**src/rtl/nibble_serial_add_ctrl.sv**
```systemverilog
// nibble_serial_add_ctrl: computes WIDTH-bit A+B+cin one nibble per clock,
// least significant nibble first, through an external 4-bit CLA slice.
// The slice carry-out of each nibble becomes the carry-in of the next.
// Optional subtract mode: define NIBBLE_SERIAL_SUB_EN to add the 'sub' port.
//
// state | meaning
// IDLE  | waiting for operands, in_ready high
// RUN   | streaming nibbles through the slice, one per clock
// DONE  | result held on sum/carry_out until out_ready
`timescale 1ns/1ps

module nibble_serial_add_ctrl #(
  parameter int WIDTH = 16
) (
  input  logic             clk,
  input  logic             rst_n,
  input  logic             in_valid,
  output logic             in_ready,
  input  logic [WIDTH-1:0] op_a,
  input  logic [WIDTH-1:0] op_b,
  input  logic             op_cin,
`ifdef NIBBLE_SERIAL_SUB_EN
  input  logic             sub,
`endif
  output logic [3:0]       cla_a,
  output logic [3:0]       cla_b,
  output logic             cla_cin,
  input  logic [3:0]       cla_s,
  input  logic             cla_cout,
  output logic             out_valid,
  input  logic             out_ready,
  output logic [WIDTH-1:0] sum,
  output logic             carry_out,
  output logic             busy
);

  localparam int NIB = WIDTH / 4;
  localparam int CW  = (NIB > 1) ? $clog2(NIB) : 1;

  if ((WIDTH < 4) || ((WIDTH % 4) != 0)) begin : g_bad_width
    $error("nibble_serial_add_ctrl: WIDTH must be a multiple of 4 and at least 4");
  end

  typedef enum logic [1:0] {IDLE, RUN, DONE} state_t;

  state_t          state, state_nxt;
  logic [CW-1:0]   cnt;
  logic            carry_r;
  logic [WIDTH-1:0] a_sh, b_sh, res_sh, res_shifted;
  logic [3:0]      b_nib;
  logic            cin_load;
  logic            last;

  assign last = (cnt == CW'(NIB - 1));

  // New slice sum enters at the top, so after NIB shifts nibble 0 sits at the bottom.
  if (NIB == 1) begin : g_res_one
    assign res_shifted = cla_s;
  end else begin : g_res_many
    assign res_shifted = {cla_s, res_sh[WIDTH-1:4]};
  end

`ifdef NIBBLE_SERIAL_SUB_EN
  logic sub_r;
  // Subtraction is A + ~B + 1, so the first carry-in is forced high.
  assign b_nib    = sub_r ? ~b_sh[3:0] : b_sh[3:0];
  assign cin_load = sub ? 1'b1 : op_cin;

  // Operation mode is captured alongside the operands.
  always_ff @(posedge clk or negedge rst_n) begin
    if (!rst_n) sub_r <= 1'b0;
    else if (state == IDLE && in_valid) sub_r <= sub;
  end
`else
  assign b_nib    = b_sh[3:0];
  assign cin_load = op_cin;
`endif

  // State register.
  always_ff @(posedge clk or negedge rst_n) begin
    if (!rst_n) state <= IDLE;
    else        state <= state_nxt;
  end

  // Operand shifting, carry chaining and result assembly.
  always_ff @(posedge clk or negedge rst_n) begin
    if (!rst_n) begin
      a_sh      <= '0;
      b_sh      <= '0;
      res_sh    <= '0;
      carry_r   <= 1'b0;
      carry_out <= 1'b0;
      cnt       <= '0;
    end else begin
      case (state)
        IDLE: begin
          if (in_valid) begin
            a_sh    <= op_a;
            b_sh    <= op_b;
            carry_r <= cin_load;
            cnt     <= '0;
          end
        end
        RUN: begin
          a_sh    <= a_sh >> 4;
          b_sh    <= b_sh >> 4;
          res_sh  <= res_shifted;
          carry_r <= cla_cout;
          cnt     <= cnt + CW'(1);
          if (last) carry_out <= cla_cout;
        end
        default: ;
      endcase
    end
  end

  // Next-state and handshake/slice outputs; slice inputs are zero outside RUN.
  always_comb begin
    state_nxt = state;
    in_ready  = 1'b0;
    out_valid = 1'b0;
    busy      = 1'b1;
    cla_a     = 4'h0;
    cla_b     = 4'h0;
    cla_cin   = 1'b0;
    case (state)
      IDLE: begin
        in_ready = 1'b1;
        busy     = 1'b0;
        if (in_valid) state_nxt = RUN;
      end
      RUN: begin
        cla_a   = a_sh[3:0];
        cla_b   = b_nib;
        cla_cin = carry_r;
        if (last) state_nxt = DONE;
      end
      DONE: begin
        out_valid = 1'b1;
        if (out_ready) state_nxt = IDLE;
      end
      default: state_nxt = IDLE;
    endcase
  end

  assign sum = res_sh;

endmodule

```
**config.mk**
```make
export PLATFORM = sky130hd
export DESIGN_NAME = nibble_serial_add_ctrl
export DESIGN_NICKNAME = d
export VERILOG_FILES = /design/src/rtl/nibble_serial_add_ctrl.sv
export SDC_FILE = /design/constraint.sdc
export NUM_CORES = 1
export LEC_CHECK = 0
export ABC_AREA = 0
export BUFFER_PORTS_ARGS = -buffer_cell sky130_fd_sc_hd__buf_2
export CAP_MARGIN = 20
export CORE_MARGIN = 4
export CORE_UTILIZATION = 46
export CTS_CLUSTER_DIAMETER = 120
export DETAILED_ROUTE_END_ITERATION = 7
export PLACE_DENSITY = 0.75
export SETUP_SLACK_MARGIN = 0.1
export SYNTH_ARGS = -nofsm -noshare
export SYNTH_HDL_FRONTEND = slang
export SYNTH_SLANG_ARGS = --single-unit
```
**constraint.sdc**
```tcl
create_clock -name clk -period 1.25 [get_ports clk]
set_input_delay 0.0625 -clock clk [delete_from_list [all_inputs] [get_ports clk]]
set_output_delay 0.0625 -clock clk [all_outputs]
set_load 0.03 [all_outputs]
```
== Word-level counts from Yosys, hierarchy flattened ==
Cells that the tools add are included.

* Muxes and demuxes: 18
* Equality and inequality tests: 6
* Reduce and logical (&&, ||, !) cells: 5
* $add $sub $neg: 1

{| class="wikitable"
|+ Operators with widths
! cell !! count
|-
| 16-bit one-hot mux with 2 select lines || 2
|-
| 16-bit 2-to-1 mux || 2
|-
| 2-bit 2-to-1 mux || 4
|-
| 4-bit 2-to-1 mux || 2
|-
| 2-bit != test, second input constant || 3
|-
| 2-bit one-hot mux with 3 select lines || 1
|-
| 1-bit 2-to-1 mux || 5
|-
| 2-bit == test, second input constant || 2
|-
| 2-bit one-hot mux with 2 select lines || 1
|-
| 2-bit AND reduction || 2
|-
| 3-bit AND reduction || 1
|-
| 2-bit by 1-bit adder with 2-bit output, second input constant || 1
|-
| 2-bit by 1-bit == test with 1-bit output, second input constant || 1
|-
| 2-bit zero test || 1
|-
| 1-bit one-hot mux with 2 select lines || 1
|-
| 2-bit nonzero test || 1
|}

* Register bits after elaboration: 54
* Input bits: 42

== Depth between registers and ports, before layout ==
* Depth in word-level cells: 3
* Gate-level depth with buffers: 5

== Least setup slack after synthesis ==
No wires, ideal clock.

* Path type: reg-to-reg
* Start point: register state[0]
* End point: register a_sh[11]
* Path slack: -0.282 ns
* Data arrival time: 1.409 ns
* Library setup time: 0.123 ns
* Stages on the path, launching flop included: 5
* Path buffers: 1
* Cells stage by stage: dfrtp_1 -> buf_4 -> nor2_1 -> nand3b_1 -> o221a_2

* Cells in the longest elaborated chain, start to end: 3
* Elaborated cells between the ends (all ways): 6
* Classes of those cells: eq/ne: 2; mux: 1; reduce/logical: 3

{| class="wikitable"
|+ RTL lines
! element !! RTL line !! source
|-
| start: declaration || 46 || <nowiki>state_t state, state_nxt;</nowiki>
|-
| start signal: assignment || 82 || <nowiki>else state <= state_nxt;</nowiki>
|-
| 2-bit by 1-bit == test with 1-bit output / 2-bit zero test (equally long branches) || 95 || <nowiki>case (state)</nowiki>
|-
| 2-bit nonzero test (no line) / 2-bit != test (equally long branches) || n/a ||
|-
| 2-bit AND reduction (no line) || n/a ||
|-
| end signal: assignment || 98 || <nowiki>a_sh <= op_a;</nowiki>
|-
| end signal: assignment || 105 || <nowiki>a_sh <= a_sh >> 4;</nowiki>
|-
| end: declaration || 49 || <nowiki>logic [WIDTH-1:0] a_sh, b_sh, res_sh, res_shifted;</nowiki>
|}

Parallel ways exist; a longest one is shown, timed or not.
A chain may end at the register's enable or synchronous reset.

== Final worst setup path ==
* Start point: register state[1]
* End point: output port cla_b[0]

* Cells in the longest elaborated chain, start to end: 2

{| class="wikitable"
|+ RTL lines
! element !! RTL line !! source
|-
| 2-bit by 1-bit == test with 1-bit output || 126 || <nowiki>case (state)</nowiki>
|-
| 4-bit 2-to-1 mux || 126 ||
|-
| end: declaration || 26 || <nowiki>output logic [3:0] cla_b,</nowiki>
|}

No other way between the ends.

==> flow_summary.json <==
{
  "status": "finished with violations",
  "violations": "setup timing",
  "wirelength_um": 8120,
  "synthesis.area_um2": 2320,
  "max_freq_mhz": 671,
  "synth-compound-area-share_pct": 18.2,
  "path_cells": "and2b_4 > buf_16 > and2_4 > buf_6",
  "worstReg2RegEnd": "a_sh[1]$_DFFE_PN0P_",
  "fin_nets": 402,
  "period_share_pct": 119,
  "min_from": "op_b[15]",
  "r2r-start": "state[1]$_DFFE_PN0P_",
  "synth_top_area_share_pct": 58.2,
  "syn_inst": 236,
  "path_delay_family": "simple AND/OR/NAND/NOR gates",
  "max_cap_viol_count": 0,
  "r2r_cells": 7,
  "hold_path_end": "b_sh[15]$_DFFE_PN0P_",
  "finalClockSkew_ns": 0.00682,
  "grt_usage_pct": 24.5,
  "drc_errors": 0,
  "io_buffers": 70,
  "synth.net_count": 279,
  "final.setup.worst_slack_ns": -0.241,
  "avgSynthCellArea_um2": 9.84,
  "synth.largest_area_cell": "dfrtp_1",
  "busiest_layer": "met2",
  "synthAdderAreaFrac_pct": 0.539,
  "synth-xor-area-share_pct": 0,
  "utilization_pct": 81.4,
  "path_buf_inv": 2,
  "grt_overflow_total": 0,
  "holdWs_ns": 0.0239,
  "crit_path_max_fanout": 5,
  "worstPathRequired_ns": 1.19,
  "clock_tree.buffer_depth": 2,
  "grt_pass1_wl_um": 11800,
  "synthMuxAreaShare_pct": 0.647,
  "use_met3_pct": 6.35,
  "holdCritPathClass": "in2reg",
  "synth-seq-cells": 54,
  "fin_cells": 427,
  "final_cell_mix": "buf_2, dfrtp_1, nand2_1, buf_6, a21oi_1",
  "grt_use_met2_pct": 42.3,
  "hold_violations": 0,
  "place_hpwl_um": 4120,
  "fp.dieW_um": 79.1,
  "seq_area_frac_synth_pct": 58.2,
  "cts_max_level": 2,
  "finalCriticalPeriod_ns": 1.49,
  "num_antenna_cells": 0,
  "path_clk_slew_ns": 0.09,
  "yosys_warnings": 0,
  "routed_via_density": 5.54,
  "drive_above_1_share_pct": 52.5,
  "grt_antenna_before_repair": 0,
  "dp.cells": 379,
  "rrSetupSlack_ns": -0.22,
  "place.gp.congestion": 0.834,
  "ios": 71,
  "crit_slowest_cell": "dfrtp_1",
  "p_leak_nw": 1.91,
  "crit_type": "reg2out",
  "num_vias": 2364,
  "synth_top_family_by_area": "compound AO/OA/AOI/OAI gates",
  "routedWlPerCell_um": 19.0,
  "p_per_area_nw_per_um2": 3190,
  "cp-end-kind": "primary output",
  "worstSetupStartpointType": "register",
  "drt_iter0_markers": 138,
  "cts_tree": "built",
  "slowest_delay_ns": 0.40,
  "setup_viol": 65,
  "synth_area_leaders": "dfrtp_1, nand2_1, o22ai_1",
  "yosys.area_share.simple_pct": 17.3,
  "synthDistinctLibCells": 24,
  "peakVddDrop_mv": 1.55,
  "crit_arrival_ns": 1.43,
  "pre_cts_ws_ns": -0.0286,
  "core_region_area_um2": 4820,
  "grt_max_degree": 22,
  "first_pass_iters": 4,
  "min_path_cells": 2,
  "antenna_left": 0,
  "dieArea_um2": 6250,
  "grt_use_met1_pct": 30.2,
  "final_common_cell": "buf_2",
  "die_y_um": 79.1,
  "start_util_pct": 48.2,
  "clock_latency_ns": 0.31,
  "fp-row-count": 25,
  "cts_inserted_buffers": 5,
  "grt_pass1_vias": 2415,
  "cts.sinks": 54,
  "worstMarginPinSlew_ns": 0.465,
  "cts-root-buf": "clkbuf_8",
  "slew_viol_final": 0,
  "relSlewSlack_pct": 69.0,
  "rsz0062_at_grt": "true",
  "area_growth_pct": 68.9
}
cell usage after synthesis, drive strengths merged:
master and n:
o21ba 1, nor2 23, nand2b 4, o31ai 1, and2b 2, inv 3
o21ai 7, ha 1, nand2 52, and2 9, dfrtp 54, nand3b 3
o221a 3, o22ai 26, a21oi 24, buf 13, a32o 1, a22o 5
mux2 1, clkbuf 3
registers in the layout, indices dropped and copies added, names as in the netlist:
signal / count
a_sh: 16
state: 2
b_sh: 16
carry_out: 1
cnt: 2
carry_r: 1
sum: 16
cells by family after synthesis:
| logic type | Yosys count |
|---|---|
| AOI/OAI and AO/OA | 68 |
| adders and majority gates | 1 |
| buffers and inverters | 19 |
| DFF | 54 |
| muxes | 1 |
| and+or+nand+nor | 93 |
routing by layer:
metal	part of all wire (%)	routed length (um)
met1	40	3240
met4	1.0	83
met5	0	0
met2	53	4290
met3	6.2	502
worst reg2reg max path, cell delays in order (launching register included):
cell	delay [ns]
dfrtp_1	0.40
buf_4	0.15
buf_4	0.15
o21ba_4	0.27
buf_12	0.11
buf_12	0.11
nor2_1	0.04
a21oi_1	0.16
power by group:
| group | switching (mW) | internal, mW | total (mW) |
|---|---|---|---|
| Clock | 0.565 | 0.600 | 1.17 |
| Sequential | 0.726 | 2.59 | 3.31 |
| Combinational | 4.01 | 4.04 | 8.04 |
| Total | 5.30 | 7.22 | 12.5 |
timing repair:
| action | 4_1_cts | 5_1_grt |
|---|---|---|
| hold buffers | 14 | 0 |
| pin swaps | 17 | 30 |
| gates cloned | 3 | 1 |
| setup endpoints to repair | 60 | 66 |
| setup buffers | 16 | 6 |
| hold endpoints to repair | 28 | 0 |
| gates resized for setup | 76 | 52 |
worst max-delay path by stage:
| stage | to | cells past startpoint | from | slack (ns) |
|---|---|---|---|---|
| final | cla_b[0] | 4 | state[1]$_DFFE_PN0P_ | -0.24 |
| after global routing | a_sh[1]$_DFFE_PN0P_ | 7 | state[1]$_DFFE_PN0P_ | -0.28 |
| after CTS | cla_a[3] | 4 | state[1]$_DFFE_PN0P_ | -0.20 |
| after detailed placement | b_sh[13]$_DFFE_PN0P_ | 3 | state[0]$_DFFE_PN0P_ | -0.03 |
| after global placement | b_sh[3]$_DFFE_PN0P_ | 5 | state[0]$_DFFE_PN0P_ | 0.03 |
| after floorplan | carry_out$_DFFE_PN0P_ | 4 | state[0]$_DFFE_PN0P_ | 0.09 |
through the flow:
| stage | total power, mW | cell area [um2] | TNS (ns) |
|---|---|---|---|
| global placement | 7.72 | 2880 | 0 |
| finish | 12.5 | 3920 | -7.66 |
| CTS | 11.1 | 3630 | -3.94 |
| detailed placement | 7.84 | 2880 | -0.110 |
| floorplan | 6.38 | 2340 | 0 |
| global route | 13.2 | 3920 | -10.61 |
final cells by class:
cell class / count / area [um2]
tap: 67 / 83.8
inverter: 3 / 16.3
sequential: 54 / 1350
clock inverter: 1 / 30.0
multi-input combinational: 163 / 1180
timing repair buffer: 132 / 1180
fill: 285 / 896
clock buffer: 7 / 76.3
No activity file was read; power rests on OpenSTA's default activity.
